==> config.mk <==
export PLATFORM = sky130hd
export DESIGN_NAME = uart_rx_sampler_flat
export DESIGN_NICKNAME = d
export VERILOG_FILES = /design/src/rtl/uart_rx_sampler_pkg.sv /design/src/rtl/uart_rx_sampler_if.sv /design/src/rtl/uart_rx_sampler_baud_tick.sv /design/src/rtl/uart_rx_sampler.sv /design/src/flat_wrapper.sv
export SDC_FILE = /design/constraint.sdc
export NUM_CORES = 1
export LEC_CHECK = 0
export CORE_UTILIZATION = 50
export DETAILED_ROUTE_END_ITERATION = 6
export GPL_ROUTABILITY_DRIVEN = 0
export PLACE_DENSITY = 0.74
export SYNTH_ARGS = -nofsm -noshare
export SYNTH_HDL_FRONTEND = slang
export SYNTH_HIERARCHICAL = 1
export SYNTH_SLANG_ARGS = --single-unit
==> constraint.sdc <==
create_clock -name clk -period 2.5 [get_ports clk]
set_clock_uncertainty 0.15 [all_clocks]
set_input_delay 0.25 -clock clk [delete_from_list [all_inputs] [get_ports clk]]
set_output_delay 0.25 -clock clk [all_outputs]
set_load 0.1 [all_outputs]
==> src/rtl/uart_rx_sampler_pkg.sv <==
// Shared types and defaults for the oversampled UART receive front end.
// UART_RX_PARITY_EN (when defined) enables the even-parity bit between data and stop.
package uart_rx_sampler_pkg;

  localparam int DEF_OVERSAMPLE_DIV = 52;
  localparam int OVERSAMPLE         = 16;
  localparam int DATA_BITS          = 8;

  typedef enum logic [2:0] {
    ST_IDLE   = 3'd0,
    ST_START  = 3'd1,
    ST_DATA   = 3'd2,
    ST_PARITY = 3'd3,
    ST_STOP   = 3'd4,
    ST_BREAK  = 3'd5
  } state_t;

  // Even parity: data ones plus parity bit must be even, so an odd total is an error.
  function automatic logic even_parity_err(input logic [DATA_BITS-1:0] data,
                                           input logic par_bit);
    return (^data) ^ par_bit;
  endfunction

endpackage

==> src/rtl/uart_rx_sampler_if.sv <==
// Byte handshake between the receive sampler (master) and the register block (slave).
// UART_RX_PARITY_EN adds the o_parity_err status line.
interface uart_rx_sampler_if;
  import uart_rx_sampler_pkg::*;

  logic                 i_rx_ack;
  logic [DATA_BITS-1:0] o_rx_data;
  logic                 o_rx_valid;
  logic                 o_frame_err;
  logic                 o_overrun;
  logic                 o_busy;
`ifdef UART_RX_PARITY_EN
  logic                 o_parity_err;
`endif

  modport master (
    input  i_rx_ack,
    output o_rx_data, o_rx_valid, o_frame_err, o_overrun, o_busy
`ifdef UART_RX_PARITY_EN
    , output o_parity_err
`endif
  );

  modport slave (
    output i_rx_ack,
    input  o_rx_data, o_rx_valid, o_frame_err, o_overrun, o_busy
`ifdef UART_RX_PARITY_EN
    , input o_parity_err
`endif
  );

endinterface

==> src/rtl/uart_rx_sampler_baud_tick.sv <==
// Free-running oversample divider; tick_en_o pulses one clk every DIV clks.
// Shared with the transmit side.
module uart_baud_tick #(
  parameter int DIV = 52
) (
  input  logic clk,
  input  logic reset,
  output logic tick_en_o
);

  localparam logic [7:0] LAST_CNT = 8'(DIV - 1);

  logic [7:0] cnt_q, cnt_d;
  logic       tick_q;

  // Next divider count, wrapping at DIV-1.
  always_comb begin
    if (cnt_q == LAST_CNT) begin
      cnt_d = 8'd0;
    end else begin
      cnt_d = cnt_q + 8'd1;
    end
  end

  // Divider state and registered tick strobe.
  always_ff @(posedge clk or negedge reset) begin
    if (!reset) begin
      cnt_q  <= 8'd0;
      tick_q <= 1'b0;
    end else begin
      cnt_q  <= cnt_d;
      tick_q <= (cnt_q == LAST_CNT);
    end
  end

  assign tick_en_o = tick_q;

endmodule

==> src/rtl/uart_rx_sampler.sv <==
// Oversampled UART receiver: synchronise, validate start, mid-bit sample, check stop, deliver.
// UART_RX_PARITY_EN inserts an even-parity bit and drives o_parity_err.
module uart_rx_sampler
  import uart_rx_sampler_pkg::*;
#(
  parameter int OVERSAMPLE_DIV = DEF_OVERSAMPLE_DIV
) (
  input  logic               clk,
  input  logic               reset,
  input  logic               i_UART_TX,
  uart_rx_sampler_if.master  rx_if
);

  localparam logic [3:0] MID_TICK  = 4'(OVERSAMPLE / 2 - 1);
  localparam logic [3:0] LAST_TICK = 4'(OVERSAMPLE - 1);
  localparam logic [3:0] LAST_BIT  = 4'(DATA_BITS - 1);

  logic                 tick_en;
  logic                 sync1_q, sync2_q;
  logic                 rx_s;
  state_t               state_q;
  logic [3:0]           samp_q;
  logic [3:0]           bit_q;
  logic [DATA_BITS-1:0] shreg_q;
  logic                 stop_q;
  logic                 deliver_q;
  logic                 busy_q;
  logic [DATA_BITS-1:0] data_q;
  logic                 valid_q;
  logic                 ferr_q;
  logic                 ovr_q;
`ifdef UART_RX_PARITY_EN
  logic                 par_q;
  logic                 perr_q;
`endif

  uart_baud_tick #(.DIV(OVERSAMPLE_DIV)) u_tick (
    .clk       (clk),
    .reset     (reset),
    .tick_en_o (tick_en)
  );

  assign rx_s = sync2_q;

  // Synchroniser and receive FSM; all state moves happen on tick_en.
  always_ff @(posedge clk or negedge reset) begin
    if (!reset) begin
      sync1_q   <= 1'b1;
      sync2_q   <= 1'b1;
      state_q   <= ST_IDLE;
      samp_q    <= 4'd0;
      bit_q     <= 4'd0;
      shreg_q   <= '0;
      stop_q    <= 1'b1;
      deliver_q <= 1'b0;
      busy_q    <= 1'b0;
`ifdef UART_RX_PARITY_EN
      par_q     <= 1'b0;
`endif
    end else begin
      sync1_q   <= i_UART_TX;
      sync2_q   <= sync1_q;
      deliver_q <= 1'b0;
      if (tick_en) begin
        case (state_q)
          ST_IDLE: begin
            if (!rx_s) begin
              state_q <= ST_START;
              samp_q  <= 4'd0;
              busy_q  <= 1'b1;
            end
          end
          ST_START: begin
            if (samp_q == MID_TICK) begin
              samp_q <= 4'd0;
              if (!rx_s) begin
                state_q <= ST_DATA;
                bit_q   <= 4'd0;
              end else begin
                state_q <= ST_IDLE;
                busy_q  <= 1'b0;
              end
            end else begin
              samp_q <= samp_q + 4'd1;
            end
          end
          ST_DATA: begin
            if (samp_q == LAST_TICK) begin
              samp_q  <= 4'd0;
              shreg_q <= {rx_s, shreg_q[DATA_BITS-1:1]};
              bit_q   <= bit_q + 4'd1;
              if (bit_q == LAST_BIT) begin
`ifdef UART_RX_PARITY_EN
                state_q <= ST_PARITY;
`else
                state_q <= ST_STOP;
`endif
              end
            end else begin
              samp_q <= samp_q + 4'd1;
            end
          end
`ifdef UART_RX_PARITY_EN
          ST_PARITY: begin
            if (samp_q == LAST_TICK) begin
              samp_q  <= 4'd0;
              par_q   <= rx_s;
              state_q <= ST_STOP;
            end else begin
              samp_q <= samp_q + 4'd1;
            end
          end
`endif
          ST_STOP: begin
            if (samp_q == LAST_TICK) begin
              samp_q    <= 4'd0;
              stop_q    <= rx_s;
              deliver_q <= 1'b1;
              if (rx_s) begin
                state_q <= ST_IDLE;
                busy_q  <= 1'b0;
              end else begin
                state_q <= ST_BREAK;
              end
            end else begin
              samp_q <= samp_q + 4'd1;
            end
          end
          // A held-low line parks here so it cannot be read as a stream of zero frames.
          ST_BREAK: begin
            if (rx_s) begin
              state_q <= ST_IDLE;
              busy_q  <= 1'b0;
            end
          end
          default: begin
            state_q <= ST_IDLE;
            busy_q  <= 1'b0;
          end
        endcase
      end
    end
  end

  // Byte handshake: load on deliver when free or acked this clk, else flag overrun.
  always_ff @(posedge clk or negedge reset) begin
    if (!reset) begin
      data_q  <= '0;
      valid_q <= 1'b0;
      ferr_q  <= 1'b0;
      ovr_q   <= 1'b0;
`ifdef UART_RX_PARITY_EN
      perr_q  <= 1'b0;
`endif
    end else if (deliver_q) begin
      if (!valid_q || rx_if.i_rx_ack) begin
        data_q  <= shreg_q;
        ferr_q  <= ~stop_q;
        valid_q <= 1'b1;
        ovr_q   <= 1'b0;
`ifdef UART_RX_PARITY_EN
        perr_q  <= even_parity_err(shreg_q, par_q);
`endif
      end else begin
        ovr_q <= 1'b1;
      end
    end else if (rx_if.i_rx_ack && valid_q) begin
      valid_q <= 1'b0;
      ovr_q   <= 1'b0;
    end
  end

  assign rx_if.o_rx_data   = data_q;
  assign rx_if.o_rx_valid  = valid_q;
  assign rx_if.o_frame_err = ferr_q;
  assign rx_if.o_overrun   = ovr_q;
  assign rx_if.o_busy      = busy_q;
`ifdef UART_RX_PARITY_EN
  assign rx_if.o_parity_err = perr_q;
`endif

endmodule

==> src/flat_wrapper.sv <==
// flat-port wrapper written by rule: the top's interface ports become plain ports
module uart_rx_sampler_flat import uart_rx_sampler_pkg::*;
#(
  parameter int OVERSAMPLE_DIV = DEF_OVERSAMPLE_DIV
)
  (clk, reset, i_UART_TX, rx_if_i_rx_ack, rx_if_o_rx_data, rx_if_o_rx_valid, rx_if_o_frame_err, rx_if_o_overrun, rx_if_o_busy);
  uart_rx_sampler_if rx_if_i ();
  input  logic clk;
  input  logic reset;
  input  logic i_UART_TX;
  input wire logic [$bits(rx_if_i.i_rx_ack)-1:0] rx_if_i_rx_ack;
  output wire logic [$bits(rx_if_i.o_rx_data)-1:0] rx_if_o_rx_data;
  output wire logic [$bits(rx_if_i.o_rx_valid)-1:0] rx_if_o_rx_valid;
  output wire logic [$bits(rx_if_i.o_frame_err)-1:0] rx_if_o_frame_err;
  output wire logic [$bits(rx_if_i.o_overrun)-1:0] rx_if_o_overrun;
  output wire logic [$bits(rx_if_i.o_busy)-1:0] rx_if_o_busy;
  assign rx_if_i.i_rx_ack = rx_if_i_rx_ack;
  assign rx_if_o_rx_data = rx_if_i.o_rx_data;
  assign rx_if_o_rx_valid = rx_if_i.o_rx_valid;
  assign rx_if_o_frame_err = rx_if_i.o_frame_err;
  assign rx_if_o_overrun = rx_if_i.o_overrun;
  assign rx_if_o_busy = rx_if_i.o_busy;
  uart_rx_sampler #(.OVERSAMPLE_DIV(OVERSAMPLE_DIV)) u_core (.clk(clk), .reset(reset), .i_UART_TX(i_UART_TX), .rx_if(rx_if_i));
endmodule
==> run_results.csv, run 1 <==
group,metric,value,unit
clock_tree,cts_hold_buf,1,
worst_setup_path,crit_fanout,13,
global_routing,antenna_found_initial,0,
global_routing,grt_overflow,0,
yosys,ys.flop_type,"dfrtp_1",
outcome,outcome,"finished clean",
die,placementRows,22,
clock_tree,cts_resized,0,
timing,whs,0.212,ns
pwr,p_leak,1.08,nW
global_routing,grt_usage,0.203,
final_layout,fillers,317,
drt,viasPerCell,5.93,
clock_tree,htreeDepth,2,
job,maxCapViolCount,0,
yosys,ys.warnings.count,6,
final_layout,insertedDiodeCount,0,
drt,drtAntennaViolNets,0,
placement,pre_cts_slack,0.301,ns
final_layout,nets,201,
pwr,internal_power,0.914,mW
timing,drv_slew,0,
final_layout,syn_to_final_growth,12.7,%
drt,totalWireLength,3650,µm
global_routing,first_global_vias,1482,
clock_tree,root_buffer,"clkbuf_8",
pwr,p_sw,0.252,mW
worst_setup_path,cp.required,2.54,ns
timing,fin_tns_setup,0,ns
yosys,synth_async_sr_flop_share,1.00,
clock_tree,path_clk_slew,0.09,ns
pwr,seqPwrFrac,0.614,
clock_tree,numCtsBuffers,5,
global_routing,grt_max_degree,45,
yosys,syn_area,2040,µm²
yosys,ys_ff_latch,44,
worst_hold_path,hold_path.class,"in2reg",
drt,wl_met3,158,µm
timing,tightest_slew,0.927,ns
worst_setup_path,cp-start-kind,"flip-flop",
die,coreArea,3800,µm²
drt,wl_per_cell,15.0,µm
drt,top_layer,"met4",
worst_setup_path,cp-end-kind,"flip-flop",
clock_tree,cts_tree,"done",
die,initial_utilization,0.538,
final_layout,drive_gt1_frac,0.267,
timing,hold_viol_final,0,
timing,fmax,445,MHz
drt,drtIter0Drc,92,
worst_setup_path,path_class,"reg2reg",
yosys,ys_seq_area_frac,0.540,
timing,slew_headroom,0.382,
timing,rsz0062_at_grt,"false",
drt,vias,1441,
pwr,power_frac_comb,0.017,
worst_setup_path,critPathArrivalTime,2.29,ns
global_routing,grt_pass1_wl,6580,µm
drt,first_pass_iters,4,
clock_tree,cts_buffer_depth,2,
die,die_area,4350,µm²
clock_tree,clkLatencyLatePin,0.30,ns
pwr,power_frac_clock,0.370,
yosys,synth_cells,173,
pwr,ir_drop,369,µV
clock_tree,cts.sinks,44,
placement,port_buffers,15,
yosys,synth.distinct_cells,49,
drt,drc,0,
placement,dp_hpwl,2470,µm
timing,setup_ws,0.251,ns
drt,met1_length,1590,µm
timing,finalSetupViolations,0,
pwr,swShare,0.216,
die,io_pins,16,
timing,min_period,2.25,ns
yosys,synth_edf_count,0,
pwr,cellPowerDensity,506,nW/µm²
timing,finalCritPeriodShare,0.900,
yosys,synth_nets,180,
clock_tree,post_cts_buffers,0,
die,die_w,65.9,µm
drt,dr_wl_met2,1850,µm
die,die_y,65.9,µm
yosys,syn_area_per_cell,11.8,µm²
==> worst max-delay path: stages, from the launching register on <==
cell       delay (ns)
dfrtp_1          0.51
or4b_4           0.58
a2111oi_4        0.52
o21ai_1          0.13
a22o_1           0.25
==> cell usage in the layout, fill, tap and decap left out, types with 2 or more instances in the layout <==
cell	instances
nor4_1	3
nand4b_1	2
mux2_2	17
clkbuf_8	5
clkdlybuf4s50_1	2
o21ai_0	7
mux2i_1	3
nor3b_1	2
clkinv_2	2
nor3_1	2
nand2b_1	5
nand2_1	11
dfstp_2	3
nand3_1	10
nor2_1	6
inv_1	7
nor4b_1	2
dfrtp_1	41
buf_4	15
xor2_1	2
ha_1	3
o211a_1	2
and3_1	2
a21oi_1	9
nand3b_1	4
==> layer usage <==
layer  global-route usage  vias to the layer above
met3               0.0397                        6
li1                     -                      675
met2                0.328                       40
met1                0.251                      720
met5                    0                        -
met4                0.122                        0
==> cells by family after synthesis <==
group | share of synthesized area
flip-flops | 0.540
XOR/XNOR | 0.0129
adder cells (fa/ha/maj) | 0.0233
buffers and inverters | 0.0300
AO/OA/AOI/OAI | 0.118
AND/OR/NAND/NOR | 0.167
multiplexers | 0.108
==> Yosys cell counts (2+ instances only) <==
| master | number | share of area |
|---|---|---|
| dfrtp_1 | 41 | 0.50 |
| mux2_2 | 17 | 0.094 |
| nand2_1 | 11 | 0.020 |
| nand3_1 | 10 | 0.024 |
| a21oi_1 | 9 | 0.022 |
| inv_1 | 7 | 0.013 |
| o21ai_0 | 7 | 0.017 |
| nor2_1 | 6 | 0.011 |
| nand2b_1 | 5 | 0.015 |
| nand3b_1 | 4 | 0.015 |
| dfstp_2 | 3 | 0.039 |
| ha_1 | 3 | 0.018 |
| mux2i_1 | 3 | 0.015 |
| nor4_1 | 3 | 0.0092 |
| and3_1 | 2 | 0.0061 |
| buf_6 | 2 | 0.011 |
| clkbuf_1 | 2 | 0.0037 |
| nand4b_1 | 2 | 0.0086 |
| nor3_1 | 2 | 0.0049 |
| nor3b_1 | 2 | 0.0073 |
| nor4b_1 | 2 | 0.0086 |
| o211a_1 | 2 | 0.0098 |
| xor2_1 | 2 | 0.0086 |
==> state kept, by name, summed over array words and instances (netlist names) <==
name,count
u_core/rx_if.o_rx_valid,1
u_core/stop_q,1
u_core/shreg_q,8
u_core/deliver_q,1
u_core/state_q,3
u_core/rx_s,1
u_core/rx_if.o_frame_err,1
u_core/rx_if.o_rx_data,8
u_core/rx_if.o_busy,1
u_core/rx_if.o_overrun,1
u_core/samp_q,4
u_core/u_tick/cnt_q,8
u_core/u_tick/tick_en_o,1
u_core/bit_q,4
u_core/sync1_q,1
==> final timing paths <==
kind                                    from                      end  slack [ns]  depth (start not counted)
min reg2reg                   u_core/sync1_q              u_core/rx_s        0.22                          0
max reg2reg                u_core/state_q[1]          u_core/bit_q[2]        0.25                          4
min in group asynchronous              reset          u_core/bit_q[0]        0.48                          2
max                        u_core/state_q[1]          u_core/bit_q[2]        0.25                          4
min                                i_UART_TX           u_core/sync1_q        0.21                          1
max in group asynchronous              reset  u_core/u_tick/tick_en_o        1.14                          2
==> per-stage QoR <==
step                total power [mW]  instance area, µm²   util  cells
detailed placement             0.749                2210  0.581    234
finish                          1.17                2300  0.607    243
floorplan                      0.731                2040      -    173
CTS                             1.19                2300  0.607    243
global route                    1.21                2300  0.607    243
global placement               0.748                2210  0.581    234
==> power groups by stage <==
stage	registers, mW	logic [mW]	clock network, mW
after global routing	0.717	0.0228	0.474
final	0.716	0.0193	0.431
after detailed placement	0.730	0.0193	0
after CTS	0.716	0.0207	0.450
after floorplan	0.729	0.00148	0
after global placement	0.730	0.0187	0
==> final cells by class <==
type,instances,area (µm²),share of cell area
sequential,44,1100,0.479
tap,48,60.1,0.0261
clock inverter,3,18.8,0.00814
timing repair buffer,19,148,0.0641
multi-input combinational,117,878,0.381
clock buffer,5,68.8,0.0299
inverter,7,26.3,0.0114
(Power assumes the default switching activity.)
==> run 2: changes to the inputs <==
--- a/config.mk
+++ b/config.mk
@@ -5,10 +5,10 @@
 export SDC_FILE = /design/constraint.sdc
 export NUM_CORES = 1
 export LEC_CHECK = 0
-export CORE_UTILIZATION = 50
+export CORE_UTILIZATION = 45
 export DETAILED_ROUTE_END_ITERATION = 6
 export GPL_ROUTABILITY_DRIVEN = 0
-export PLACE_DENSITY = 0.74
+export PLACE_DENSITY = 0.68
 export SYNTH_ARGS = -nofsm -noshare
 export SYNTH_HDL_FRONTEND = slang
 export SYNTH_HIERARCHICAL = 1
==> run 2 against run 1 <==
Effect of this change:
- wire length rose by 0.63%
- worst setup slack improved by 0.032 ns
- core utilization down 7.0 points
- non-clock buffer count unchanged
- via count shrank 1.5%
- largest cell class unchanged
- maximum frequency grew 1.4%
- first-iteration DRC count decreased by 5.4%
==> run_results.csv, run 2 (synthesis results as in run 1) <==
group,metric,value,unit
pwr,cellPowerDensity,549,nW/µm²
drt,wl_per_cell,14.9,µm
clock_tree,cts.sinks,44,
drt,totalWireLength,3670,µm
clock_tree,clkLatencyLatePin,0.30,ns
die,die_w,69.4,µm
job,maxCapViolCount,0,
timing,slew_headroom,0.371,
drt,top_layer,"met4",
placement,port_buffers,15,
timing,finalCritPeriodShare,0.887,
worst_setup_path,slowest_stage,"or4b_4",
placement,dp_hpwl,2610,µm
final_layout,multi_input_area,878,µm²
clock_tree,path_clk_slew,0.09,ns
drt,viasPerCell,5.75,
clock_tree,root_buffer,"clkbuf_8",
global_routing,antenna_found_initial,0,
global_routing,grt_usage,0.176,
worst_setup_path,r2r_end,"u_core/bit_q[2]",
pwr,p_leak,1.09,nW
worst_setup_path,timing.rr.start,"u_core/state_q[1]",
worst_hold_path,min_from,"i_UART_TX",
clock_tree,cts_tree,"done",
global_routing,grt_pass1_wl,6730,µm
outcome,outcome,"finished clean",
worst_setup_path,r2r_slack,0.28,ns
worst_hold_path,hold_path.class,"in2reg",
worst_hold_path,hold-path-endpoint,"u_core/sync1_q",
global_routing,first_global_vias,1531,
timing,hold_viol_final,0,
worst_setup_path,path_class,"reg2reg",
worst_setup_path,cp-end-kind,"flip-flop",
worst_setup_path,path_cells,"or4b_4 > a2111oi_4 > o21ai_1 > a22o_1",
drt,wl_met3,143,µm
drt,drc,0,
worst_setup_path,critPathArrivalTime,2.26,ns
drt,vias,1420,
clock_tree,post_cts_buffers,0,
clock_tree,numCtsBuffers,5,
final_layout,drive_gt1_frac,0.267,
worst_setup_path,critPathMaxStageDelay,0.58,ns
final_layout,syn_to_final_growth,14.4,%
final_layout,nets,201,
die,io_pins,16,
drt,first_pass_iters,4,
final_layout,utilization,0.537,
timing,finalSetupViolations,0,
timing,tightest_slew,0.943,ns
global_routing,grt_max_degree,45,
timing,rsz0062_at_grt,"false",
drt,drtIter0Drc,87,
die,placementRows,24,
die,initial_utilization,0.470,
drt,dr_wl_met2,1830,µm
die,die_y,69.4,µm
worst_setup_path,crit_fanout,13,
worst_setup_path,reg2reg_depth,4,
final_layout,regArea,1100,µm²
final_layout,fillers,372,
final_layout,layout_common_cells,"dfrtp_1, mux2_2, buf_4",
final_layout,insertedDiodeCount,0,
clock_tree,cts_buffer_depth,2,
worst_hold_path,holdPathStages,1,
worst_setup_path,cp-start-kind,"flip-flop",
pwr,ir_drop,415,µV
timing,drv_slew,0,
die,die_area,4820,µm²
worst_setup_path,cp.required,2.54,ns
drt,met1_length,1580,µm
final_layout,final_common_cell,"dfrtp_1",
timing,fin_tns_setup,0,ns
drt,drtAntennaViolNets,0,
die,coreArea,4350,µm²
timing,fmax,451,MHz
clock_tree,htreeDepth,2,
global_routing,grt_overflow,0,
timing,min_period,2.22,ns
-- run 2: cell types whose count changed in the layout (fill, tap and decap cells not counted), sizes merged --
| cell | before | now |
|---|---|---|
| bufinv | 0 | 1 |
| clkinv | 3 | 2 |
-- run 2: worst max-delay path, delay by kind of cell, from the launching register on --
kind | cells | cell delay, ns
simple gates | 1 | 0.58
compound gates | 3 | 0.89
flops | 1 | 0.50
-- run 2: worst max-delay path by stage --
stage / from / end / slack, ns / cells past startpoint
CTS: u_core/state_q[1] / u_core/bit_q[2] / 0.29 / 4
detailed placement: u_core/state_q[1] / u_core/bit_q[2] / 0.31 / 4
finish: u_core/state_q[1] / u_core/bit_q[2] / 0.28 / 4
global route: u_core/state_q[1] / u_core/bit_q[3] / 0.17 / 4
floorplan: u_core/rx_if.o_rx_valid / u_core/rx_if.o_rx_data[0] / 0.51 / 3
global placement: u_core/state_q[1] / u_core/bit_q[2] / 0.35 / 4
-- run 2: final cells by class --
type / count / area share
sequential: 44 / 0.472
multi-input combinational: 117 / 0.376
timing repair buffer: 19 / 0.0631
clock buffer: 5 / 0.0294
tap: 52 / 0.0278
clock inverter: 3 / 0.0203
inverter: 7 / 0.0112
-- run 2: per-stage QoR --
stage | setup slack [ns] | cell area, µm² | hold slack, ns | power (mW) | std cells
floorplan | 0.510 | 2040 | -0.196 | 0.731 | 173
global placement | 0.353 | 2210 | 0.198 | 0.748 | 238
detailed placement | 0.305 | 2210 | 0.201 | 0.750 | 238
CTS | 0.286 | 2340 | 0.198 | 1.30 | 247
global route | 0.170 | 2340 | 0.191 | 1.33 | 247
finish | 0.283 | 2340 | 0.209 | 1.28 | 247
-- run 2: layer usage --
layer / up-vias / track usage
met3: 13 / 0.0378
met2: 31 / 0.293
met4: 0 / 0.104
met5: - / 0
li1: 679 / -
met1: 697 / 0.208
-- run 2: repair_timing --
| item | 4_1_cts | 5_1_grt |
|---|---|---|
| hold endpoints to repair | 41 | 0 |
| hold buffers | 1 | 0 |
| gates resized for setup | 0 | 0 |
| endpoints found under the setup margin | 0 | 0 |
-- run 2: where the power goes --
group / internal [mW] / switching [mW]
registers: 0.714 / 0.00189
logic: 0.00547 / 0.0139
clock network: 0.301 / 0.248
==> run 3: changes to the inputs <==
--- a/config.mk
+++ b/config.mk
@@ -8,7 +8,9 @@
 export CORE_UTILIZATION = 45
 export DETAILED_ROUTE_END_ITERATION = 6
 export GPL_ROUTABILITY_DRIVEN = 0
+export MAX_ROUTING_LAYER = met4
 export PLACE_DENSITY = 0.68
+export SLEW_MARGIN = 10
 export SYNTH_ARGS = -nofsm -noshare
 export SYNTH_HDL_FRONTEND = slang
 export SYNTH_HIERARCHICAL = 1
==> run 3 against run 2 <==
Effect of this change:
- critical path depth is the same
- non-clock buffer count did not move
- via count decreased by 0.85%
- sequential share of layout area unchanged
- first-iteration DRC count grew 5.7%
- flip-flop and latch count unchanged
- critical path type unchanged
- highest routed layer unchanged
==> run_results.csv, run 3 (synthesis results as in run 1) <==
group,metric,value,unit
outcome,outcome,"finished clean",
timing,min_period,2.22,ns
clock_tree,path_clk_slew,0.08,ns
worst_setup_path,slowest_stage,"or4b_4",
worst_setup_path,r2r_end,"u_core/bit_q[2]",
final_layout,layout_common_cells,"dfrtp_1, mux2_2, buf_4",
final_layout,final_common_cell,"dfrtp_1",
drt,wl_per_cell,14.9,µm
pwr,seqPwrFrac,0.558,
drt,drtIter0Drc,92,
worst_setup_path,reg2reg_depth,4,
die,coreArea,4350,µm²
final_layout,utilization,0.537,
die,die_area,4820,µm²
final_layout,nets,201,
global_routing,grt_overflow,0,
pwr,ir_drop,415,µV
drt,viasPerCell,5.70,
worst_setup_path,critPathArrivalTime,2.26,ns
pwr,power,1.28,mW
die,die_y,69.4,µm
final_layout,drive_gt1_frac,0.267,
timing,tightest_slew,0.942,ns
pwr,p_sw,0.263,mW
worst_setup_path,r2r_slack,0.28,ns
clock_tree,cts.sinks,44,
clock_tree,htreeDepth,2,
pwr,cellPowerDensity,549,nW/µm²
placement,dp_hpwl,2610,µm
timing,hold_viol_final,0,
worst_setup_path,path_cells,"or4b_4 > a2111oi_4 > o21ai_1 > a22o_1",
job,maxCapViolCount,0,
worst_hold_path,min_from,"i_UART_TX",
timing,finalCritPeriodShare,0.888,
timing,finalSetupViolations,0,
worst_setup_path,critPathMaxStageDelay,0.58,ns
die,die_w,69.4,µm
timing,drv_slew,0,
timing,fmax,451,MHz
worst_setup_path,crit_family,"compound AO/OA/AOI/OAI gates",
worst_setup_path,crit_fanout,13,
die,io_pins,16,
drt,drc,0,
drt,drtAntennaViolNets,0,
clock_tree,cts_tree,"done",
pwr,power_frac_comb,0.015,
final_layout,syn_to_final_growth,14.4,%
worst_setup_path,cp.buffers_inverters,0,
global_routing,first_global_vias,1533,
timing,slew_headroom,0.372,
final_layout,finalNonFillerCells,247,
placement,pre_cts_slack,0.305,ns
worst_hold_path,hold-path-endpoint,"u_core/sync1_q",
worst_setup_path,cp.required,2.54,ns
timing,rsz0062_at_grt,"false",
worst_setup_path,cp-end-kind,"flip-flop",
worst_setup_path,timing.rr.start,"u_core/state_q[1]",
placement,port_buffers,15,
pwr,swShare,0.205,
final_layout,insertedDiodeCount,0,
clock_tree,root_buffer,"clkbuf_8",
drt,totalWireLength,3680,µm
die,initial_utilization,0.470,
worst_setup_path,cp-start-kind,"flip-flop",
timing,fin_tns_setup,0,ns
global_routing,grt_max_degree,45,
timing,setup_ws,0.281,ns
global_routing,grt_pass1_wl,6740,µm
placement,place_inst,238,
global_routing,antenna_found_initial,0,
drt,first_pass_iters,4,
clock_tree,clkLatencyLatePin,0.30,ns
pwr,internal_power,1.02,mW
drt,vias,1408,
clock_tree,cts_resized,0,
worst_setup_path,path_class,"reg2reg",
clock_tree,cts_buffer_depth,2,
worst_hold_path,hold_path.class,"in2reg",
clock_tree,numCtsBuffers,5,
global_routing,grt_usage,0.182,
pwr,p_leak,1.09,nW
pwr,power_frac_clock,0.427,
worst_setup_path,startpoint,"u_core/state_q[1]",
worst_hold_path,holdPathStages,1,
die,placementRows,24,
run 3: cell counts in the layout (fill, tap and decap cells not counted):
Identical to the previous run, type by type.
run 3: timing repair:
| action | CTS | global route |
|---|---|---|
| hold buffers | 1 | 0 |
| endpoints found under the hold margin | 41 | 0 |
| setup endpoints to repair | 0 | 0 |
| buffers inserted | 0 | 0 |
run 3: layer usage:
layer,share of wire,GRT usage,up-vias
li1,-,-,679
met2,0.51,0.293,24
met5,0,-,-
met3,0.035,0.0509,10
met1,0.43,0.208,695
met4,0.026,0.0907,0
run 3: area by class of cell:
class / instances / area, µm²
timing repair buffer: 19 / 148
sequential: 44 / 1100
fill: 372 / 2020
clock inverter: 3 / 47.5
tap: 52 / 65.1
clock buffer: 5 / 68.8
inverter: 7 / 26.3
multi-input combinational: 117 / 878
run 3: metrics by stage:
stage	hold WS [ns]	area, µm²
detailed placement	0.201	2210
CTS	0.198	2340
global route	0.187	2340
global placement	0.198	2210
finish	0.209	2340
floorplan	-0.196	2040
run 3: power groups by stage:
| stage | clock network, mW | registers [mW] | logic (mW) |
|---|---|---|---|
| 6_report | 0.547 | 0.716 | 0.0194 |
| 5_1_grt | 0.596 | 0.717 | 0.0231 |
| 4_1_cts | 0.568 | 0.716 | 0.0207 |
| 3_5_place_dp | 0 | 0.730 | 0.0197 |
| 3_3_place_gp | 0 | 0.730 | 0.0187 |
| 2_1_floorplan | 0 | 0.729 | 0.00148 |
run 3: worst max path at each step:
stage	end	slack, ns	cells after the start
final	u_core/bit_q[2]	0.28	4
after global routing	u_core/bit_q[3]	0.17	4
after CTS	u_core/bit_q[2]	0.29	4
after detailed placement	u_core/bit_q[2]	0.31	4
after global placement	u_core/bit_q[2]	0.35	4
after floorplan	u_core/rx_if.o_rx_data[0]	0.51	3
==> RTL edit: new RTL, flow settings as in run 3 <==
Encoding of `state_t`: now Gray code (3 bits for 6 states).
--- a/src/rtl/uart_rx_sampler_pkg.sv
+++ b/src/rtl/uart_rx_sampler_pkg.sv
@@ -7,12 +7,12 @@
   localparam int DATA_BITS          = 8;
 
   typedef enum logic [2:0] {
-    ST_IDLE   = 3'd0,
-    ST_START  = 3'd1,
-    ST_DATA   = 3'd2,
-    ST_PARITY = 3'd3,
-    ST_STOP   = 3'd4,
-    ST_BREAK  = 3'd5
+    ST_IDLE   = 3'b000,
+    ST_START  = 3'b001,
+    ST_DATA   = 3'b011,
+    ST_PARITY = 3'b010,
+    ST_STOP   = 3'b110,
+    ST_BREAK  = 3'b111
   } state_t;
 
   // Even parity: data ones plus parity bit must be even, so an odd total is an error.
Behaviour: no difference found for any inputs over 10 cycles, from zero or initial values and one cycle with reset low; not proved beyond that.
==> RTL edit against run 3 <==
- area after synthesis grew 6.4%
- via count rose by 11%
- sequential cell count stayed put
- count of clock-buffer cells in the layout did not move
- critical path depth is the same
- routed wire length up 14%
- worst setup slack improved by 0.16 ns
- sequential share of layout area is 2.0 points lower
- power grew 1.3%
- synthesized cell count grew 6.4%
- non-clock buffer count fell by 2
- clock power up 3%
- global-route usage increased by 0.090 points
- cell area increased by 4.3%
==> RTL edit: results <==
set metrics [dict create \
    wl_met1_um 1895 \
    p_int_mw 1.021 \
    power.density_nw_per_um2 532.3 \
    grt_util_met1 0.2268 \
    syn-num-nets 191 \
    grt_use_met2 0.2772 \
    critical-path-top-delay-family "compound AO/OA/AOI/OAI gates" \
    dpl_cell_area_um2 2313 \
    min_to "u_core/sync1_q" \
    p_seq_frac 0.552 \
    portBuffers 15 \
    r2r_end "u_core/samp_q[1]" \
    rrSetupSlack_ns 0.44 \
    avgRoutedWirePerCell_um 16.64 \
    met3_length_um 196 \
    tightestPinTransition_ns 0.9517 \
    hpwl_um 2847 \
    synth_area_leaders "dfrtp_1, mux2_4, mux2_2" \
    vdd_ir_drop_max_mv 0.2615 \
    drive_gt1_frac 0.2736 \
    status "completed" \
    rr_worst_depth 4 \
    synthAdderAreaFrac 0.01725 \
    synth_xor_area_frac 0.03220 \
    grt_pass1_wl_um 6969 \
    synth_common_cells "dfrtp_1, mux2_2, nand2_1, mux2_4, nand3_1" \
    whs_ns 0.1990 \
    p_leak_nw 1.169 \
    nets 207 \
    drt_iter0_markers 110 \
    arrival_ns 2.10 \
    cts_made_buffers 5 \
    design_area_um2 2440 \
    grt_usage 0.1829 \
    holdPathStages 1 \
    synth_cell_types 53 \
    cp_slowest_stage_delay_ns 0.63 \
    stdcell_count 253 \
    grtUsageMet3 0.03657 \
    critPathMaxFanout 15 \
    nFillCells 370 \
    ys.flop_type "dfrtp_1" \
    wl_met2_um 2003 \
    dp_worst_setup_slack_ns 0.5233 \
    path_clk_slew_ns 0.08 \
    synth-compound-area-share 0.1265 \
    critPathSlowestCell "dfrtp_1" \
    r2r_start "u_core/state_q[2]" \
    antenna_found_initial 0 \
    dp_cells 244 \
    powerClk_mw 0.561 \
    async_flop_share 1.000 \
    vias_per_cell 6.198 \
    postSynthCellCount 184 \
    max-clock-path-buffers 2 \
    grt_pass1_vias 1489 \
    ys_seq_area_frac 0.5078 \
    synth.mux.area_fraction 0.1162 \
]
==> RTL edit: cell count changes after synthesis, moves of 3 or more <==
| cell | delta |
|---|---|
| inv_1 | -3 |
| nor3_1 | +4 |
| a31oi_1 | +4 |
| a21oi_1 | -5 |
| buf_2 | +3 |
| mux2_2 | -7 |
| mux2_4 | +8 |
| xor2_1 | +3 |
| a22o_1 | +3 |
==> RTL edit: repair_timing <==
| action | 4_1_cts | 5_1_grt |
|---|---|---|
| hold endpoints to repair | 41 | 0 |
| buffers inserted | 0 | 0 |
| hold buffers | 1 | 0 |
| gates resized for setup | 0 | 0 |
==> RTL edit: worst max path at each step <==
stage / startpoint / endpoint / slack (ns) / cells past startpoint
after floorplan: u_core/rx_if.o_rx_valid / u_core/rx_if.o_rx_data[0] / 0.51 / 3
after global placement: u_core/state_q[1] / u_core/state_q[1] / 0.61 / 5
after detailed placement: u_core/state_q[2] / u_core/samp_q[1] / 0.52 / 4
after CTS: u_core/state_q[2] / u_core/samp_q[1] / 0.50 / 4
after global routing: u_core/state_q[2] / u_core/samp_q[1] / 0.40 / 4
final: u_core/state_q[2] / u_core/samp_q[1] / 0.44 / 4
==> RTL edit: cells by family (layout without fill, tap and decap cells) <==
group                      after synthesis  count (layout)
AOI/OAI and AO/OA                       37              37
xor gates and xnor gates                 8               8
adders and majority gates                3               3
buffers and inverters                   13              30
DFF                                     44              44
muxes                                   20              20
and+or+nand+nor                         59              59
==> RTL edit: final cells by class <==
cell class                      count  area share
Multi-Input combinational cell    127      0.4108
Timing Repair Buffer               17     0.05436
Inverter                            5    0.007692
Clock buffer                        5     0.02821
Tap cell                           52     0.02667
Clock inverter                      3     0.01949
Sequential cell                    44      0.4528
